## config.mk

```make
export PLATFORM = sky130hd
export DESIGN_NAME = alu_arbiter
export DESIGN_NICKNAME = d
export VERILOG_FILES = /design/src/rtl/alu_arbiter.sv
export SDC_FILE = /design/constraint.sdc
export NUM_CORES = 1
export LEC_CHECK = 0
export ABC_CLOCK_PERIOD_IN_PS = 1900
export CAP_MARGIN = 20
export CORE_AREA = 2 2 110 112
export DETAILED_ROUTE_END_ITERATION = 7
export DIE_AREA = 0 0 112 114
export DONT_BUFFER_PORTS = 1
export SLEW_MARGIN = 20
export SYNTH_ARGS = -nofsm -noshare
export SYNTH_HDL_FRONTEND = slang
export SYNTH_SLANG_ARGS = --single-unit
```

## constraint.sdc

```tcl
create_clock -name i_clk -period 1.9 [get_ports i_clk]
set_clock_uncertainty 0.05 [all_clocks]
set_input_delay 0.285 -clock i_clk [delete_from_list [all_inputs] [get_ports i_clk]]
set_output_delay 0.285 -clock i_clk [all_outputs]
set_load 0.1 [all_outputs]
```

## src/rtl/alu_arbiter.sv

```systemverilog
// rtl/alu_arbiter.sv - two-requester round-robin front end for a shared combinational ALU
module alu_arbiter #(
  parameter int DATA_W = 32
) (
  input  logic              i_clk,
  input  logic              i_rst,
  input  logic              i_req0_valid,
  output logic              o_req0_ready,
  input  logic [DATA_W-1:0] i_req0_srca,
  input  logic [DATA_W-1:0] i_req0_srcb,
  input  logic [3:0]        i_req0_ctrl,
  input  logic              i_req1_valid,
  output logic              o_req1_ready,
  input  logic [DATA_W-1:0] i_req1_srca,
  input  logic [DATA_W-1:0] i_req1_srcb,
  input  logic [3:0]        i_req1_ctrl,
  output logic [DATA_W-1:0] o_alu_srca,
  output logic [DATA_W-1:0] o_alu_srcb,
  output logic [3:0]        o_alu_ctrl,
  input  logic [DATA_W-1:0] i_alu_result,
  input  logic              i_alu_zero,
  input  logic              i_alu_slt,
  input  logic              i_alu_ult,
  output logic              o_rsp_valid,
  input  logic              i_rsp_ready,
  output logic              o_rsp_id,
  output logic [DATA_W-1:0] o_rsp_result,
  output logic              o_rsp_zero,
  output logic              o_rsp_slt,
  output logic              o_rsp_ult
);

  typedef enum logic {S_IDLE, S_RESP} state_t;

  state_t              r_state;
  logic                r_last_grant;
  logic                r_rsp_valid;
  logic                r_rsp_id;
  logic [DATA_W-1:0]   r_rsp_result;
  logic                r_rsp_zero;
  logic                r_rsp_slt;
  logic                r_rsp_ult;

  logic                w_grant;
  logic                w_grant_idx;

  // Grant decision: only in IDLE and outside reset; on contention favour the requester not served last
  always_comb begin
    w_grant     = (r_state == S_IDLE) && !i_rst && (i_req0_valid || i_req1_valid);
    w_grant_idx = (i_req0_valid && i_req1_valid) ? ~r_last_grant : i_req1_valid;
  end

  // Ready and ALU operand steering follow the grant; the ALU sees zeros when nobody owns it
  always_comb begin
    o_req0_ready = w_grant && !w_grant_idx;
    o_req1_ready = w_grant &&  w_grant_idx;
    o_alu_srca   = '0;
    o_alu_srcb   = '0;
    o_alu_ctrl   = '0;
    if (w_grant) begin
      if (w_grant_idx) begin
        o_alu_srca = i_req1_srca;
        o_alu_srcb = i_req1_srcb;
        o_alu_ctrl = i_req1_ctrl;
      end else begin
        o_alu_srca = i_req0_srca;
        o_alu_srcb = i_req0_srcb;
        o_alu_ctrl = i_req0_ctrl;
      end
    end
  end

  // Two-state controller: capture the ALU outcome on accept, hold it until the consumer takes it
  always_ff @(posedge i_clk or posedge i_rst) begin
    if (i_rst) begin
      r_state      <= S_IDLE;
      r_last_grant <= 1'b1;
      r_rsp_valid  <= 1'b0;
      r_rsp_id     <= 1'b0;
      r_rsp_result <= '0;
      r_rsp_zero   <= 1'b0;
      r_rsp_slt    <= 1'b0;
      r_rsp_ult    <= 1'b0;
    end else begin
      case (r_state)
        S_IDLE: begin
          if (w_grant) begin
            r_last_grant <= w_grant_idx;
            r_rsp_id     <= w_grant_idx;
            r_rsp_result <= i_alu_result;
            r_rsp_zero   <= i_alu_zero;
            r_rsp_slt    <= i_alu_slt;
            r_rsp_ult    <= i_alu_ult;
            r_rsp_valid  <= 1'b1;
            r_state      <= S_RESP;
          end
        end
        S_RESP: begin
          if (r_rsp_valid && i_rsp_ready) begin
            r_rsp_valid <= 1'b0;
            r_state     <= S_IDLE;
          end
        end
        default: begin
          r_state     <= S_IDLE;
          r_rsp_valid <= 1'b0;
        end
      endcase
    end
  end

  assign o_rsp_valid  = r_rsp_valid;
  assign o_rsp_id     = r_rsp_id;
  assign o_rsp_result = r_rsp_result;
  assign o_rsp_zero   = r_rsp_zero;
  assign o_rsp_slt    = r_rsp_slt;
  assign o_rsp_ult    = r_rsp_ult;

endmodule

```

==> impl_metrics.py <==
metrics = {
    "drt": {
        "avgRoutedWirePerCell_um": 23.43,
        "via_count": 1997,
        "drc": 0,
        "postRouteAntennaNets": 0,
        "vias_per_cell": 4.743,
        "first_pass_iters": 4,
        "drt_iter0_drc": 85,
        "postRouteWirelength_um": 9866,
    },
    "die": {
        "ios": 283,
        "rows": 40,
        "die_y_um": 114,
        "start_util_pct": 18.82,
        "fp.dieW_um": 112,
        "coreArea_um2": 11710,
        "die-area_um2": 12770,
    },
    "worst_setup_path": {
        "end_kind": "primary output",
        "r2r_slack_ns": 0.40,
        "cp.buffers_inverters": 2,
        "reg2reg_depth": 4,
        "required_ns": 1.56,
        "worstSetupPathType": "register to primary output",
        "path_delay_family": "flip-flops",
        "crit_slowest_cell": "dfstp_2",
        "r2r-start": "r_state",
        "cpPeakStageDelay_ns": 0.54,
        "path_cells": "nand2_1 > and3_4 > buf_16 > a22o_2 > buf_12",
        "cp-startpoint": "r_last_grant",
        "crit_path_start_kind": "register",
        "path_max_fanout": 28,
        "arrival_ns": 1.76,
        "r2r_end": "o_rsp_result[23]",
    },
    "final_layout": {
        "regArea_um2": 977.2,
        "final_area_um2": 4385,
        "nets": 449,
        "nFillCells": 1127,
        "area_delta_synth_final_pct": 98.92,
        "drive_gt1_share_pct": 70.07,
        "antenna_cells": 0,
        "multi_input_area_um2": 1356,
    },
    "timing": {
        "timing.final.hold_violations": 0,
        "slew_viol_final": 0,
        "holdWs_ns": 0.08856,
        "layout_min_cycle_time_ns": 2.096,
        "setup_slack_ns": -0.1962,
        "finalSetupViolCount": 68,
        "rsz0062_at_grt": "yes",
        "fin_crit_sh_pct": 110.3,
        "slew_headroom_pct": 71.16,
        "max_freq_mhz": 477.1,
        "worstMarginPinSlew_ns": 0.4281,
    },
    "run_status": {
        "status": "finished with violations",
        "violations": "setup timing",
    },
    "logic_synthesis": {
        "synthCells": 178,
        "yosysUniqueCellTypes": 16,
        "syn_nets": 354,
        "yosys_register_bits": 39,
        "syn_avg_cell_area_um2": 12.39,
        "ys_seq_area_share_pct": 44.32,
        "syn_area_um2": 2205,
        "yosysWarnings": 0,
    },
    "placement": {
        "placed_area_um2": 3950,
        "hpwl_um": 7796,
        "portBuffers": 0,
        "gp_congestion": 0.7925,
    },
    "clocking": {
        "clock_latency_ns": 0.27,
        "numCtsBuffers": 5,
        "clock-sinks": 39,
        "cts_max_path_buffers": 2,
        "cts.clk_slew.worst_paths_ns": 0.06,
        "htree_levels": 2,
        "cts_tree": "yes",
        "cts-root-buf": "clkbuf_16",
    },
    "pwr": {
        "power_density_nw_per_um2": 2296,
        "p_leak_nw": 1.915,
        "p_total_mw": 10.07,
        "irDropWorstVdd_mv": 1.462,
    },
    "min_path": {
        "min_path_cells": 1,
        "hp-class": "primary input to register",
        "holdPathEnd": "o_rsp_result[30]",
        "worstHoldStart": "i_alu_result[30]",
    },
    "global_route": {
        "grt_pass1_vias": 2131,
        "grt.total_usage_pct": 13.97,
        "grt-ovfl-total": 0,
        "grt_max_degree": 36,
        "antenna_found_initial": 0,
        "grt_pass1_wl_um": 13280,
    },
    "job": {
        "cap_violations": 0,
    },
}
-- state kept, by name, indices dropped and copies added (netlist names) --
register      count
o_rsp_valid       1
o_rsp_id          1
o_rsp_ult         1
o_rsp_zero        1
r_state           1
o_rsp_result     32
r_last_grant      1
o_rsp_slt         1
-- where the power goes --
group          internal (mW)  switching [mW]  total (mW)
registers               1.26           0.133        1.39
logic                   1.97            5.73        7.70
clock network          0.659           0.319       0.978
total                   3.89            6.18        10.1
-- routing by layer --
metal  track usage [%]  part of all wire, %  vias to the layer above
li1                  -                    -                      885
met1             18.25                   40                      975
met2             23.56                   50                      133
met3             4.091                  9.4                        4
met4             2.195                 0.31                        0
met5                 0                    0                        -
-- cells in the mapped netlist --
master | number | area [µm²]
a21o_1 | 2 | 15.01
a22o_1 | 68 | 595.6
and3_1 | 2 | 12.51
buf_2 | 6 | 30.03
buf_4 | 8 | 60.06
buf_6 | 6 | 67.56
dfrtp_1 | 38 | 950.9
dfstp_2 | 1 | 26.28
inv_1 | 1 | 3.750
mux2_1 | 30 | 337.8
mux2_2 | 5 | 56.30
nand2_1 | 7 | 26.28
nand2b_1 | 1 | 6.260
nor2_1 | 1 | 3.750
o21a_1 | 1 | 7.510
o21ai_0 | 1 | 5.000
-- worst max-delay path by stage --
stage / endpoint / slack (ns) / depth (start not counted)
floorplan: o_alu_srca[18] / -0.23 / 5
global placement: o_alu_srcb[16] / 0.06 / 5
detailed placement: o_alu_srcb[16] / 0.02 / 5
CTS: o_alu_srcb[16] / -0.21 / 5
global route: o_alu_srcb[5] / -0.24 / 5
finish: o_alu_srcb[5] / -0.20 / 5
-- what timing repair did --
item / 4_1_cts / 5_1_grt
endpoints found under the setup margin: 70 / 70
setup buffers: 1 / 0
cloned: 2 / 0
resized for setup: 26 / 7
hold buffers: 1 / 0
pin swaps: 7 / 1
hold endpoints to repair: 4 / 0
-- cell usage in the layout, fill, tap and decap left out --
cell type | synthesis | final
buf_12 | 0 | 65
a22o_2 | 0 | 43
buf_4 | 8 | 39
dfrtp_1 | 38 | 38
mux2_1 | 30 | 30
a22o_4 | 0 | 25
nand2_1 | 7 | 7
mux2_2 | 5 | 5
clkbuf_16 | 0 | 5
buf_16 | 0 | 3
and3_4 | 0 | 2
a21o_1 | 2 | 2
nor2_4 | 0 | 1
o21a_1 | 1 | 1
o21ai_0 | 1 | 1
nand2b_1 | 1 | 1
inv_1 | 1 | 1
clkbuf_8 | 0 | 1
inv_6 | 0 | 1
bufinv_16 | 0 | 1
dlygate4sd3_1 | 0 | 1
dfstp_2 | 1 | 1
-- area by class of cell --
cell class / instances / area share, %
Clock inverter: 2 / 0.8844
Inverter: 1 / 0.08559
Timing Repair Buffer: 108 / 38.46
Sequential cell: 39 / 22.28
Clock buffer: 6 / 3.167
Tap cell: 147 / 4.194
Multi-Input combinational cell: 118 / 30.93
-- cell families after synthesis --
logic type / synth area share [%]
AO/OA/AOI/OAI: 28.26
AND/OR/NAND/NOR: 2.214
flip-flops: 44.32
multiplexers: 17.88
buffers and inverters: 7.321
-- metrics by stage --
step           utilization (%)  setup slack, ns  TNS [ns]  std cells
2_1_floorplan                -          -0.2321    -2.089        178
3_3_place_gp             33.73          0.06023         0        409
3_5_place_dp             33.73          0.02370         0        409
4_1_cts                  37.02          -0.2150    -12.35        421
5_1_grt                  37.45          -0.2410    -14.78        421
6_report                 37.45          -0.1962    -11.32        421
No activity file was read; power rests on OpenSTA's default activity.
